File: src/rtl/bundle_pkg.sv
// Shared opcodes, slot width, NOP word, FSM encoding and opcode screening helpers for the bundle packer.
package bundle_pkg;

  localparam int unsigned SLOT_W = 16;
  localparam int unsigned OP_W   = 5;

  localparam logic [OP_W-1:0] OP_ALU_R = 5'b01000;
  localparam logic [OP_W-1:0] OP_ALU_I = 5'b00101;
  localparam logic [OP_W-1:0] OP_NOP   = 5'b00000;
  localparam logic [OP_W-1:0] OP_LD    = 5'b01010;
  localparam logic [OP_W-1:0] OP_ST    = 5'b01011;
  localparam logic [OP_W-1:0] OP_JMP   = 5'b11110;
  localparam logic [OP_W-1:0] OP_BR    = 5'b11011;

  localparam logic [SLOT_W-1:0] NOP_WORD = 16'h0000;

  typedef enum logic {
    ST_IDLE = 1'b0,
    ST_PART = 1'b1
  } state_e;

  function automatic logic legal_a(input logic [OP_W-1:0] op);
    return (op == OP_ALU_R) || (op == OP_ALU_I) || (op == OP_NOP);
  endfunction

  function automatic logic legal_b(input logic [OP_W-1:0] op);
    return (op == OP_LD) || (op == OP_ST) || (op == OP_JMP) || (op == OP_BR) || (op == OP_NOP);
  endfunction

endpackage

File: src/rtl/bundle_packer_if.sv
// Slot-A / slot-B micro-op inputs and the IR bundle output of the bundle packer.
interface bundle_packer_if;
  import bundle_pkg::*;

  logic              a_valid;
  logic              a_ready;
  logic [SLOT_W-1:0] a_word;
  logic              b_valid;
  logic              b_ready;
  logic [SLOT_W-1:0] b_word;
  logic              ir_valid;
  logic              ir_ready;
  logic [31:0]       ir;

  modport master (
    output a_valid, a_word, b_valid, b_word, ir_ready,
    input  a_ready, b_ready, ir_valid, ir
  );

  modport slave (
    input  a_valid, a_word, b_valid, b_word, ir_ready,
    output a_ready, b_ready, ir_valid, ir
  );
endinterface

File: src/rtl/bundle_packer_slot_fifo.sv
// slot_fifo: synchronous FIFO for one issue slot; push ignored when full, pop ignored when empty.
module slot_fifo #(
  parameter int unsigned DEPTH = 4,
  parameter int unsigned WIDTH = 16
) (
  input  logic             clk,
  input  logic             reset,
  input  logic             push,
  input  logic             pop,
  input  logic [WIDTH-1:0] din,
  output logic [WIDTH-1:0] head,
  output logic             full,
  output logic             empty
);
  localparam int unsigned PTR_W = $clog2(DEPTH);
  localparam int unsigned CNT_W = PTR_W + 1;

  logic [WIDTH-1:0] mem_q [DEPTH];
  logic [WIDTH-1:0] mem_d [DEPTH];
  logic [PTR_W-1:0] wr_ptr_q, wr_ptr_d, rd_ptr_q, rd_ptr_d;
  logic [CNT_W-1:0] count_q, count_d;
  logic             do_push, do_pop;

  assign full    = (count_q == CNT_W'(DEPTH));
  assign empty   = (count_q == '0);
  assign head    = mem_q[rd_ptr_q];
  assign do_push = push && !full;
  assign do_pop  = pop && !empty;

  always_comb begin
    mem_d    = mem_q;
    wr_ptr_d = wr_ptr_q;
    rd_ptr_d = rd_ptr_q;
    if (do_push) begin
      mem_d[wr_ptr_q] = din;
      wr_ptr_d        = wr_ptr_q + PTR_W'(1);
    end
    if (do_pop) begin
      rd_ptr_d = rd_ptr_q + PTR_W'(1);
    end
    count_d = count_q + CNT_W'(do_push) - CNT_W'(do_pop);
  end

  always_ff @(posedge clk) begin
    if (reset) begin
      for (int i = 0; i < int'(DEPTH); i++) mem_q[i] <= '0;
      wr_ptr_q <= '0;
      rd_ptr_q <= '0;
      count_q  <= '0;
    end else begin
      mem_q    <= mem_d;
      wr_ptr_q <= wr_ptr_d;
      rd_ptr_q <= rd_ptr_d;
      count_q  <= count_d;
    end
  end
endmodule

File: src/rtl/bundle_packer.sv
// Packs slot-A/slot-B micro-ops into 32-bit dual-issue IR words, NOP-padding a lone head after a wait.
// Optional BUNDLE_PACKER_STATS_EN adds accepted-bundle and padded-bundle counters.
module bundle_packer
  import bundle_pkg::*;
#(
  parameter int unsigned DEPTH       = 4,
  parameter int unsigned WAIT_CYCLES = 3
) (
  input  logic               clk,
  input  logic               reset,
  bundle_packer_if.slave     bus,
  output logic               illegal_op
`ifdef BUNDLE_PACKER_STATS_EN
  ,
  output logic [15:0]        stat_bundles,
  output logic [15:0]        stat_pads
`endif
);
  localparam int unsigned CNT_W = (WAIT_CYCLES > 2) ? $clog2(WAIT_CYCLES) : 1;
  localparam logic [CNT_W-1:0] LAST = CNT_W'((WAIT_CYCLES == 0) ? 0 : WAIT_CYCLES - 1);

  state_e            state_q, state_d;
  logic [CNT_W-1:0]  wait_q, wait_d;
  logic              ir_valid_q, ir_valid_d;
  logic [31:0]       ir_q, ir_d;
  logic              pad_q, pad_d;
  logic              illegal_q, illegal_d;

  logic              a_push, b_push, a_pop, b_pop, a_full, b_full, a_empty, b_empty;
  logic [SLOT_W-1:0] a_store, b_store, a_head, b_head;
  logic              a_h, b_h, b_jump, can_load, issue, pad;
  logic [31:0]       bundle, lone_bundle;

  // Illegal opcodes are replaced by NOP before they enter the FIFO
  assign a_store = legal_a(bus.a_word[OP_W-1:0]) ? bus.a_word : NOP_WORD;
  assign b_store = legal_b(bus.b_word[OP_W-1:0]) ? bus.b_word : NOP_WORD;
  assign a_push  = bus.a_valid && !a_full;
  assign b_push  = bus.b_valid && !b_full;

  slot_fifo #(.DEPTH(DEPTH), .WIDTH(SLOT_W)) u_fifo_a (
    .clk(clk), .reset(reset), .push(a_push), .pop(a_pop), .din(a_store),
    .head(a_head), .full(a_full), .empty(a_empty)
  );

  slot_fifo #(.DEPTH(DEPTH), .WIDTH(SLOT_W)) u_fifo_b (
    .clk(clk), .reset(reset), .push(b_push), .pop(b_pop), .din(b_store),
    .head(b_head), .full(b_full), .empty(b_empty)
  );

  assign a_h         = !a_empty;
  assign b_h         = !b_empty;
  assign b_jump      = (b_head[OP_W-1:0] == OP_JMP) || (b_head[OP_W-1:0] == OP_BR);
  assign can_load    = !ir_valid_q || bus.ir_ready;
  assign lone_bundle = a_h ? {NOP_WORD, a_head} : {b_head, NOP_WORD};

  always_comb begin
    state_d = state_q;
    wait_d  = wait_q;
    issue   = 1'b0;
    pad     = 1'b0;
    a_pop   = 1'b0;
    b_pop   = 1'b0;
    bundle  = {NOP_WORD, NOP_WORD};
    case (state_q)
      ST_IDLE: begin
        if (a_h && b_h) begin
          issue = can_load;
          bundle = {b_head, a_head};
        end else if (b_h && b_jump) begin
          issue = can_load;
          pad   = 1'b1;
          bundle = lone_bundle;
        end else if (a_h || b_h) begin
          if (WAIT_CYCLES == 0) begin
            issue = can_load;
            pad   = 1'b1;
            bundle = lone_bundle;
          end else begin
            state_d = ST_PART;
            wait_d  = '0;
          end
        end
      end
      ST_PART: begin
        if (a_h && b_h) begin
          issue  = can_load;
          bundle = {b_head, a_head};
          if (can_load) state_d = ST_IDLE;
        end else if (!a_h && !b_h) begin
          state_d = ST_IDLE;
        end else if (wait_q == LAST) begin
          // Busy output register: hold here with wait_cnt saturated
          issue  = can_load;
          pad    = 1'b1;
          bundle = lone_bundle;
          if (can_load) state_d = ST_IDLE;
        end else begin
          wait_d = wait_q + CNT_W'(1);
        end
      end
      default: state_d = ST_IDLE;
    endcase
    if (issue) begin
      a_pop = a_h && (bundle[SLOT_W-1:0] == a_head) && !(pad && !a_h);
      a_pop = a_h && !(pad && b_h);
      b_pop = b_h && !(pad && a_h);
    end
  end

  always_comb begin
    ir_valid_d = ir_valid_q && !bus.ir_ready;
    ir_d       = ir_q;
    pad_d      = pad_q;
    illegal_d  = illegal_q
               || (a_push && !legal_a(bus.a_word[OP_W-1:0]))
               || (b_push && !legal_b(bus.b_word[OP_W-1:0]));
    if (issue) begin
      ir_valid_d = 1'b1;
      ir_d       = bundle;
      pad_d      = pad;
    end
  end

  always_ff @(posedge clk) begin
    if (reset) begin
      state_q    <= ST_IDLE;
      wait_q     <= '0;
      ir_valid_q <= 1'b0;
      ir_q       <= '0;
      pad_q      <= 1'b0;
      illegal_q  <= 1'b0;
    end else begin
      state_q    <= state_d;
      wait_q     <= wait_d;
      ir_valid_q <= ir_valid_d;
      ir_q       <= ir_d;
      pad_q      <= pad_d;
      illegal_q  <= illegal_d;
    end
  end

  assign bus.a_ready  = !a_full;
  assign bus.b_ready  = !b_full;
  assign bus.ir_valid = ir_valid_q;
  assign bus.ir       = ir_q;
  assign illegal_op   = illegal_q;

`ifdef BUNDLE_PACKER_STATS_EN
  logic [15:0] bundles_q, bundles_d, pads_q, pads_d;
  logic        accept;

  assign accept = ir_valid_q && bus.ir_ready;

  always_comb begin
    bundles_d = bundles_q;
    pads_d    = pads_q;
    if (accept) begin
      bundles_d = bundles_q + 16'(1);
      if (pad_q) pads_d = pads_q + 16'(1);
    end
  end

  always_ff @(posedge clk) begin
    if (reset) begin
      bundles_q <= '0;
      pads_q    <= '0;
    end else begin
      bundles_q <= bundles_d;
      pads_q    <= pads_d;
    end
  end

  assign stat_bundles = bundles_q;
  assign stat_pads    = pads_q;
`endif
endmodule
File: src/flat_wrapper.sv
// flat-port wrapper written by rule: the top's interface ports become plain ports
module bundle_packer_flat import bundle_pkg::*;
#(
  parameter int unsigned DEPTH       = 4,
  parameter int unsigned WAIT_CYCLES = 3
)
  (clk, reset, illegal_op, bus_a_valid, bus_a_word, bus_b_valid, bus_b_word, bus_ir_ready, bus_a_ready, bus_b_ready, bus_ir_valid, bus_ir);
  bundle_packer_if bus_i ();
  input  logic clk;
  input  logic reset;
  output logic illegal_op;
  input wire logic [$bits(bus_i.a_valid)-1:0] bus_a_valid;
  input wire logic [$bits(bus_i.a_word)-1:0] bus_a_word;
  input wire logic [$bits(bus_i.b_valid)-1:0] bus_b_valid;
  input wire logic [$bits(bus_i.b_word)-1:0] bus_b_word;
  input wire logic [$bits(bus_i.ir_ready)-1:0] bus_ir_ready;
  output wire logic [$bits(bus_i.a_ready)-1:0] bus_a_ready;
  output wire logic [$bits(bus_i.b_ready)-1:0] bus_b_ready;
  output wire logic [$bits(bus_i.ir_valid)-1:0] bus_ir_valid;
  output wire logic [$bits(bus_i.ir)-1:0] bus_ir;
  assign bus_i.a_valid = bus_a_valid;
  assign bus_i.a_word = bus_a_word;
  assign bus_i.b_valid = bus_b_valid;
  assign bus_i.b_word = bus_b_word;
  assign bus_i.ir_ready = bus_ir_ready;
  assign bus_a_ready = bus_i.a_ready;
  assign bus_b_ready = bus_i.b_ready;
  assign bus_ir_valid = bus_i.ir_valid;
  assign bus_ir = bus_i.ir;
  bundle_packer #(.DEPTH(DEPTH), .WAIT_CYCLES(WAIT_CYCLES)) u_core (.clk(clk), .reset(reset), .bus(bus_i), .illegal_op(illegal_op));
endmodule
File: config.mk
export PLATFORM = sky130hd
export DESIGN_NAME = bundle_packer_flat
export DESIGN_NICKNAME = d
export VERILOG_FILES = /design/src/rtl/bundle_pkg.sv /design/src/rtl/bundle_packer_if.sv /design/src/rtl/bundle_packer_slot_fifo.sv /design/src/rtl/bundle_packer.sv /design/src/flat_wrapper.sv
export SDC_FILE = /design/constraint.sdc
export NUM_CORES = 1
export LEC_CHECK = 0
export ABC_AREA = 1
export ABC_CLOCK_PERIOD_IN_PS = 3380
export BUFFER_PORTS_ARGS = -buffer_cell sky130_fd_sc_hd__buf_2
export CORE_ASPECT_RATIO = 2
export CORE_UTILIZATION = 35
export CTS_BUF_LIST = sky130_fd_sc_hd__clkbuf_4
export DETAILED_ROUTE_END_ITERATION = 6
export HOLD_SLACK_MARGIN = 0.06
export MAX_ROUTING_LAYER = met4
export PLACE_DENSITY_LB_ADDON = 0.05
export SYNTH_ARGS = -nofsm -noshare
export SYNTH_HDL_FRONTEND = slang
export SYNTH_HIERARCHICAL = 1
export SYNTH_SLANG_ARGS = --single-unit
File: constraint.sdc
create_clock -name clk -period 3.38 [get_ports clk]
set_input_delay 0 -clock clk [delete_from_list [all_inputs] [get_ports clk]]
set_output_delay 0 -clock clk [all_outputs]
set_load 0.02 [all_outputs]
Word-level counts from Yosys, hierarchy flattened
Index checks and enable logic that the tools add are counted.
Word-level totals
  bits of input ports: 37
  output and inout port bits: 36
  flip-flop bits (word level): 179
Operators by class
  equal/unequal tests: 17
  multiplexer cells: 51
  magnitude comparators: 6
  bitwise operators: 5
  add/sub/neg operators: 9
  reductions and logical operators: 44
Operators by type and width (number)
  $mux 32: 6
  $bwmux 64: 2
  $mux 16: 8
  $bmux 16 s2: 2
  $demux 16 s2: 2
  $pmux 32 s2: 1
  $eq 5x5->1 const B: 4
  $mux 1: 20
  $logic_and 1x1->1: 18
  $eq 5x4->1 const B: 3
  $ge 3x3->1 const B: 4
  $mux 2: 6
  $not 2->3: 4
  $logic_or 1x1->1: 11
  $add 2x1->2 const B: 5
  $logic_not 1->1: 10
  $logic_not 5->1: 2
  $ne 2x2->1 const B: 5
  $add 3x1->3: 2
  $eq 3x3->1 const B: 2
  $logic_not 3->1: 2
  $lt 3x1->1 const B: 2
  $pmux 1 s2: 3
  $reduce_and 6->1: 1
  6 further kinds: 7

Depth between registers and ports, before layout
Gate-level depths: netlist (run 1).
  word-level depth: 16
  gate-level depth with buffers: 22
  mapped depth without buffers: 19

Hierarchy
Netlist (run 1), hierarchy kept.
Modules (own cells, without submodules)
  slot_fifo: cells an instance 646, seq. area each 1421.4 um2, area each 3985.1 um2, instances 2
  bundle_packer: cells an instance 486, seq. area each 740.7 um2, area each 2710.1 um2, instances 1

Worst setup path after synthesis (run 1)
OpenSTA, ideal clock, no wires.
  path kind: register to register
  from: reg u_core.u_fifo_b.rd_ptr_q[0]
  to: reg u_core.u_fifo_b.count_q[2]
  data required time: 3.261 ns
  slack: 0.155 ns
  period minus slack after synthesis: 3.225 ns
  setup time: 0.119 ns
  stages on the path, launching flop included: 23
  data arrival time: 3.106 ns
  cells stage by stage: dfxtp_1 > buf_2 > inv_1 > clkbuf_1 > o21ai_0 > o22ai_1 > inv_1 > nand2_1 > nand2_1 > nand3_4 > nand3_4 > nand2_4 > buf_6 > nor2_1 > nand2_1 > inv_1 > ha_1 > inv_1 > ha_1 > inv_1 > fa_1 > o21ai_0 > a21oi_1
On the way
  cells in the longest elaborated chain, start to end: 16
RTL lines
  start, declared: RTL line bundle_packer_slot_fifo.sv:20  | logic [PTR_W-1:0] wr_ptr_q, wr_ptr_d, rd_ptr_q, rd_ptr_d;
  start signal, assigned: RTL line bundle_packer_slot_fifo.sv:53  | rd_ptr_q <= rd_ptr_d;
  $not 2->3 (not written as such) (*): RTL line bundle_packer_slot_fifo.sv:26  | assign head = mem_q[rd_ptr_q];
  $bmux 16 s2 (*): RTL line bundle_packer_slot_fifo.sv:26
  $mux 16 (not written as such) (*) (2 in a row): RTL line bundle_packer_slot_fifo.sv:26
  via u_core.b_head[2]: RTL line bundle_packer.sv:30  | logic [SLOT_W-1:0] a_store, b_store, a_head, b_head;
  $eq 5x5->1: RTL line bundle_packer.sv:52  | assign b_jump = (b_head[OP_W-1:0] == OP_JMP) || (b_head[OP_W-1:0] == OP_BR);
  $logic_or 1x1->1 (*): RTL line bundle_packer.sv:52
  $logic_and 1x1->1 (*): RTL line bundle_packer.sv:69  | end else if (b_h && b_jump) begin
  $mux 1: RTL line bundle_packer.sv:69
  (+2 left out)
  $logic_and 1x1->1: RTL line bundle_packer.sv:106  | b_pop = b_h && !(pad && a_h);
  $logic_not 1->1: RTL line bundle_packer.sv:106
  $logic_and 1x1->1: RTL line bundle_packer.sv:106
  $mux 1 (*): RTL line bundle_packer.sv:103  | if (issue) begin
  via u_core.b_pop: RTL line bundle_packer.sv:29  | logic a_push, b_push, a_pop, b_pop, a_full, b_full, a_empty, b_empty;
  $logic_and 1x1->1 (*): RTL line bundle_packer_slot_fifo.sv:28  | assign do_pop = pop && !empty;
  via u_core.u_fifo_b.do_pop: RTL line bundle_packer_slot_fifo.sv:22  | logic do_push, do_pop;
  $sub 3x1->3 (*): RTL line bundle_packer_slot_fifo.sv:41  | count_d = count_q + CNT_W'(do_push) - CNT_W'(do_pop);
  end signal, assigned: RTL line bundle_packer_slot_fifo.sv:54  | count_q <= count_d;
  end, declared: RTL line bundle_packer_slot_fifo.sv:21  | logic [CNT_W-1:0] count_q, count_d;
Mark *: on every way through the listed nets, which the timed path passes. The rest lies on a longest branch. The select of a mux whose other input is x is not followed.
A chain may end at the register's enable or synchronous reset.

Final worst setup path (run 1)
  from: reg u_core.u_fifo_b.count_q[1]
  to: reg u_core.u_fifo_b.count_q[2]
On the way
  cells in the longest elaborated chain, start to end: 12
RTL lines
  $logic_not 3->1 (*): RTL line bundle_packer_slot_fifo.sv:25  | assign empty = (count_q == '0);
  via u_core.b_empty: RTL line bundle_packer.sv:29
  $logic_not 1->1: RTL line bundle_packer.sv:51  | assign b_h = !b_empty;
  $logic_and 1x1->1: RTL line bundle_packer.sv:69
  $mux 1: RTL line bundle_packer.sv:69
  $mux 1: RTL line bundle_packer.sv:66  | if (a_h && b_h) begin
  $pmux 1 s2: RTL line bundle_packer.sv:64  | case (state_q)
  $logic_and 1x1->1: RTL line bundle_packer.sv:106
  $logic_not 1->1: RTL line bundle_packer.sv:106
  $logic_and 1x1->1: RTL line bundle_packer.sv:106
  $mux 1 (*): RTL line bundle_packer.sv:103
  via u_core.b_pop: RTL line bundle_packer.sv:29
  $logic_and 1x1->1 (*): RTL line bundle_packer_slot_fifo.sv:28
  via u_core.u_fifo_b.do_pop: RTL line bundle_packer_slot_fifo.sv:22
  $sub 3x1->3 (*): RTL line bundle_packer_slot_fifo.sv:41
Mark *: on every way through the listed nets, which the timed path passes. The rest lies on a longest branch.

==> metrics.txt, run 1 <==
WHS Endpoint u_core/bus.ir_valid; CP max stage cell dfxtp_1; Root Buffer clkbuf_4; WL/cell 15.27 um; htree depth 4; total core area 30070 sq um; status finished with violations; drt initial violations 513; worst clock skew 14.08 ps; Max Cap Viol 0; Setup CP Type reg2reg; fmax 330.5 MHz; Static Leak 6.244 nW; top post-synthesis cells by area dfxtp_1, nand2_1, inv_1; slowest stage delay, CP 440 ps; Pre-antenna DRT Iters 6; commonest non-fill, non-tap cell in the layout nand2_1; first-pass GRT wire length 55030 um; crit path time final 3026 ps; Pwr per Cell Area 687.9 nW/um^2; die width 125.5 um; met3 Use GR 3.093%; library cells used by synthesis 31; Max Buffers Root-to-Sink 2; Die Span Y 249.0 um; R2R Path Start u_core/u_fifo_b/count_q[1]; IO Pins 73; Critical Path Most Common Cell inv_1; die area 31260 sq um; hpwl dp 23180 um; Worst-Skew Late Latency 650 ps; Top delay family on crit path simple AND/OR/NAND/NOR gates; reg2reg end u_core/u_fifo_b/count_q[2]; Most used DFF post-synth dfxtp_1; total number of vias 10400; final-report hold violation count 0; failing checks design-rule violations; Post-synth EDFFs 0; total gr overflow 0; CP max FO 16; Worst EP required 3930 ps; CTS tree done; FP Rows 90; Mapped Area 10680 sq um; Util after Layout 39.89%; nets 1891; crit path cell chain nor2_2, nand2_1, inv_1, inv_2, nand2_4, nor2_8, nand3_4, nand3_4, nand2_4, nor2_1, nand2_1, inv_1, ha_1, inv_1, ha_1, inv_1, fa_1, o21ai_0, a21oi_1; sequential fraction of the synthesis area 33.55%; met1 Use GR 21.99%; Post-Syn Area per Cell 6.007 sq um; Crit path buffers/inverters 5; Reg2Reg Setup Slack 350 ps; Final setup violation count 0; Post-Route WL 33930 um; cells on worst reg2reg path 19; Stages on worst setup path 19; top cell type's share of synthesized area 33.55%; Num CTS Buffers 17; DRC Markers 2; share of cells above drive strength 1 9.238%; CP arrival 3570 ps; Yosys warning total 6; hold path cells 5; Area growth, synth to finish 12.30%; Slew HR 48.85%; Most Used Layer, Global Route met2; post-synthesis async set-or-reset flop share 0%; initial antenna violation count 2; min-delay src bus_ir_ready; Syn Inst Count 1778; placed cell area 11260 sq um; GRT Total Usage 23.51%; #FFs+latches synth 179; area leader, netlist dfxtp_1; Tcrit/Tclk final 89.52%; non-filler cells, final 2221; Initial Util 35.52%; Hold Path Class in2reg; worst ir drop on vdd 206.7 uV; Slew @ Worst Pin 767.2 ps; Clk pin slew, worst setup/hold paths 160 ps; most frequent cells in the layout nand2_1, inv_1, nor2_1; startpoint types register; GR Layer Usage met2 46.78%; RSZ-0062 raised after global routing false; setup TNS 0 ps; vias in the first global route 10370; critical path capture point type register; Avg Vias per Cell 4.681; Non-Filler Cell Area, Final 11990 sq um; fin. max-slew vios 0; gpl congestion 0.8001; Routed Antenna Nets 0; IO buf count 72; largest net degree at the start of global routing 67; placed cells 2148; clk sink count 179
[tightest hold or removal path: cells and delay by family]
kind | cells | cell delay, ps
buffers and inverters | 3 | 660
AO/OA/AOI/OAI | 1 | 150
AND/OR/NAND/NOR | 1 | 50
[cell usage after synthesis (8+ instances only)]
library cell  count
o21ai_0          74
nand4_1         130
dfxtp_1         179
o22ai_1          32
nor2_1          297
nand3_2           8
a21oi_1          22
nand3_1          33
nand2_1         432
inv_1           405
clkbuf_1         41
buf_2            45
o2111ai_1        15
ha_1             13
buf_1            13
buf_6            11
[where the power goes]
part	leakage, nW	switching [mW]	internal, mW
clock network	0.160	0.820	0.579
logic	4.63	2.84	1.26
registers	1.46	0.238	2.51
total	6.24	3.90	4.35
[sequential cells by signal (all words and copies together) (netlist names)]
register / cells
u_core/u_fifo_a/wr_ptr_q: 2
u_core/u_fifo_a/rd_ptr_q: 2
u_core/illegal_op: 1
u_core/state_q: 1
u_core/u_fifo_b/wr_ptr_q: 2
u_core/u_fifo_a/count_q: 3
u_core/u_fifo_b/mem_q: 64
u_core/bus.ir_valid: 1
u_core/wait_q: 2
u_core/u_fifo_b/count_q: 3
u_core/bus.ir: 32
u_core/u_fifo_a/mem_q: 64
u_core/u_fifo_b/rd_ptr_q: 2
[per-layer routing]
layer  wire length, um  part of all wire [%]
met5                 0                     0
met1             12590                    37
met3               755                   2.2
met2             19430                    57
met4              1156                   3.4
[worst max-delay path by stage]
stage	start	to	slack [ps]
floorplan	u_core/u_fifo_b/rd_ptr_q[0]	u_core/u_fifo_b/count_q[2]	150
global placement	u_core/u_fifo_b/rd_ptr_q[0]	u_core/u_fifo_b/count_q[2]	340
detailed placement	u_core/u_fifo_b/rd_ptr_q[0]	u_core/u_fifo_b/count_q[2]	340
CTS	u_core/u_fifo_b/rd_ptr_q[0]	u_core/u_fifo_b/count_q[2]	310
global route	u_core/u_fifo_b/count_q[1]	u_core/u_fifo_b/count_q[2]	20
finish	u_core/u_fifo_b/count_q[1]	u_core/u_fifo_b/count_q[2]	350
[cell type report]
type                            instances  area, sq um
Clock inverter                         14        187.7
Inverter                              409         1535
Clock buffer                           17        127.6
Sequential cell                       179         3583
Multi-Input combinational cell       1079         5026
Timing Repair Buffer                  153         1069
Antenna cell                            2        5.005
Fill cell                            3400        18070
Tap cell                              368        460.4
[repair_timing]
item                       4_1_cts  5_1_grt
setup buffers                    0        0
hold buffers                    40        0
resized for setup                0        3
setup endpoints to repair        0        1
hold endpoints to repair       131        0
[kinds of logic (layout without fill, tap and decap cells)]
group / Yosys count / count (layout) / synth area share, %
AOI/OAI and AO/OA: 144 / 144 / 7.685
adders and majority gates: 15 / 15 / 1.898
DFF: 179 / 179 / 33.55
other: 1 / 4 / 0.03511
buffers and inverters: 521 / 593 / 19.68
and+or+nand+nor: 918 / 918 / 37.15
[stage by stage]
stage	setup WS [ps]	hold WS, ps	power, mW
after global placement	344.5	363.8	6.893
final	354.1	226.3	8.250
after CTS	311.6	168.3	8.380
after detailed placement	342.6	374.3	6.905
after floorplan	154.6	66.69	5.760
after global routing	17.05	230.4	9.032
No activity file was read; power rests on OpenSTA's default activity.
==> run 2, diff against run 1 <==
- GPL_TIMING_DRIVEN: default -> 0
==> run 2 against run 1 <==
  * The flow still finishes with violations (design-rule violations)
  * Die area is the same
  * Register-to-register slack lost 170 ps
  * Critical path depth grew 2
  * Sequential power grew 3%
  * Worst hold slack gained 10 ps
  * Maximum frequency shrank 5.2%
  * Critical path type unchanged
  * Highest routed layer unchanged
==> metrics.txt, run 2 (same netlist as run 1, synthesis figures left out) <==
total gr overflow 0 (unchanged); Avg Vias per Cell 4.609 (-1.6%); Worst EP required 3910 ps (-20 ps); Area growth, synth to finish 16.72%; clk sink count 179 (unchanged); Util after Layout 41.46% (+1.6 points); Switching Share 46.61% (-0.62 points); multi-input logic area 5060 sq um (+0.67%); reg2reg end u_core/u_fifo_a/count_q[1]; Slew @ Worst Pin 645.9 ps (-121.3 ps); WL/cell 15.88 um (+4.0%); critical path capture point type register; Max Buffers Root-to-Sink 2 (unchanged); RSZ-0062 raised after global routing false; failing checks design-rule violations; CP max FO 10 (-6); total number of vias 10620 (+2.1%); most frequent cells in the layout nand2_1, inv_1, nor2_1; initial antenna violation count 1 (-1); fin. max-slew vios 0 (unchanged); DRC Markers 2 (unchanged); Pre-antenna DRT Iters 6 (unchanged); htree depth 4 (unchanged); FP Rows 90 (unchanged); Clk pwr share 16.5% (-0.5 points); Static Leak 6.478 nW (+3.7%); hpwl dp 29420 um (+27%); die area 31260 sq um (unchanged); CP arrival 3720 ps (+150 ps); Root Buffer clkbuf_4; status finished with violations; nets 1975 (+4.4%); Int Power 4.607 mW (+5.8%); Post-Route WL 36590 um (+7.8%); post-route setup slack 188.3 ps (-165.8 ps); combinational share of power 50.8% (+1.1 points); Setup CP Type reg2reg; Final setup violation count 0 (unchanged); Num CTS Buffers 17 (unchanged); IO buf count 72 (unchanged); Reg power frac 32.7% (-0.6 points); post-layout power 8.630 mW (+4.6%); largest net degree at the start of global routing 17 (-75%); CTS tree done; final-report hold violation count 0 (unchanged); commonest non-fill, non-tap cell in the layout nand2_1; Sequential Area 3586 sq um (about the same); hold path cells 5 (unchanged); setup TNS 0 ps (unchanged); filler cell count 3400 (unchanged); Clk pin slew, worst setup/hold paths 160 ps (about the same); Hold Path Class in2reg; die width 125.5 um (unchanged); GRT Total Usage 24.96% (+1.4 points); first-pass GRT wire length 56520 um (+2.7%); gpl congestion 0.8546 (+6.8%); worst clock skew 33.27 ps (+19.19 ps); worst ir drop on vdd 273.2 uV (+32%); WHS Endpoint u_core/bus.ir_valid; share of cells above drive strength 1 11.06% (+1.8 points); Initial Util 35.52% (unchanged); R2R Path Start u_core/u_fifo_b/rd_ptr_q[0]; total core area 30070 sq um (unchanged); fmax 313.3 MHz (-5.2%); min-delay src bus_ir_ready; crit path time final 3192 ps (+165.8 ps); Reg2Reg Setup Slack 190 ps (-170 ps); startpoint types register; cells on worst reg2reg path 21 (+2); Max Cap Viol 0 (unchanged); vias in the first global route 10590 (+2.2%); Tcrit/Tclk final 94.43% (+4.9 points); Slew HR 56.94% (+8.1 points); Psw 4.023 mW (+3.2%); Critical Path Start u_core/u_fifo_b/rd_ptr_q[0]; IO Pins 73 (unchanged); Pwr per Cell Area 692.3 nW/um^2 (+0.64%); drt initial violations 416 (-19%); Worst-Skew Late Latency 660 ps (about the same); Routed Antenna Nets 0 (unchanged); Place WS -1061 ps (-1403 ps); Die Span Y 249.0 um (unchanged)
-- run 2: metal layers --
layer  vias up  share of wire [%]  track usage, %  wire, um
li1       5679                  -               -         -
met1      4728                 32           19.60     11770
met2       137                 60           51.81     21990
met3        74                1.6           3.007       596
met4         0                6.1           15.54      2233
met5         -                  0               -         0
-- run 2: layout make-up --
type / count / area share (%)
Multi-Input combinational cell: 1079 / 40.59
Sequential cell: 179 / 28.77
Inverter: 409 / 12.36
Timing Repair Buffer: 125 / 6.936
Buffer: 112 / 5.039
Tap cell: 368 / 3.694
Clock inverter: 12 / 1.455
Clock buffer: 19 / 1.144
Antenna cell: 1 / 0.02007
-- run 2: what timing repair did --
action | CTS | global route
setup buffers | 8 | 4
pin swaps | 7 | 3
hold endpoints to repair | 160 | 0
hold buffers | 41 | 0
resized for setup | 33 | 11
endpoints found under the setup margin | 7 | 4
-- run 2: through the flow --
step	instances	hold WS, ps	area (sq um)
5_1_grt	2304	265.3	12470
4_1_cts	2299	166.9	12410
6_report	2304	236.4	12470
2_1_floorplan	1779	66.69	10680
3_3_place_gp	2219	395.0	11500
3_5_place_dp	2219	383.2	11500
-- run 2: worst max-delay path, cell delays in order (launching register included) --
cell and delay, ps:
dfxtp_2 340, buf_6 130, inv_4 110, clkbuf_16 170, o21ai_0 100, o22ai_2 140
buf_6 140, nand2_4 60, nor2_8 130, nand3_4 90, nand3_4 90, nand2_4 60
buf_8 140, nor2_1 120, nand2_1 120, inv_2 100, ha_1 230, inv_1 60
ha_1 130, inv_1 60, fa_2 530, nor2_1 40
-- run 2: how the worst max path moves through the flow --
stage,cells after the start,slack [ps],to
after floorplan,22,150,u_core/u_fifo_b/count_q[2]
after global placement,21,-980,u_core/u_fifo_b/count_q[2]
after detailed placement,21,-1060,u_core/u_fifo_b/count_q[2]
after CTS,21,20,u_core/u_fifo_b/count_q[2]
after global routing,21,30,u_core/u_fifo_a/count_q[1]
final,21,190,u_core/u_fifo_a/count_q[1]
-- run 2: power by group through the flow --
stage | clock [mW] | sequential, mW | combinational (mW)
3_5_place_dp | 0 | 2.87 | 4.18
6_report | 1.42 | 2.82 | 4.39
2_1_floorplan | 0 | 2.83 | 2.93
5_1_grt | 1.57 | 2.86 | 4.99
3_3_place_gp | 0 | 2.87 | 4.14
4_1_cts | 1.49 | 2.83 | 4.38
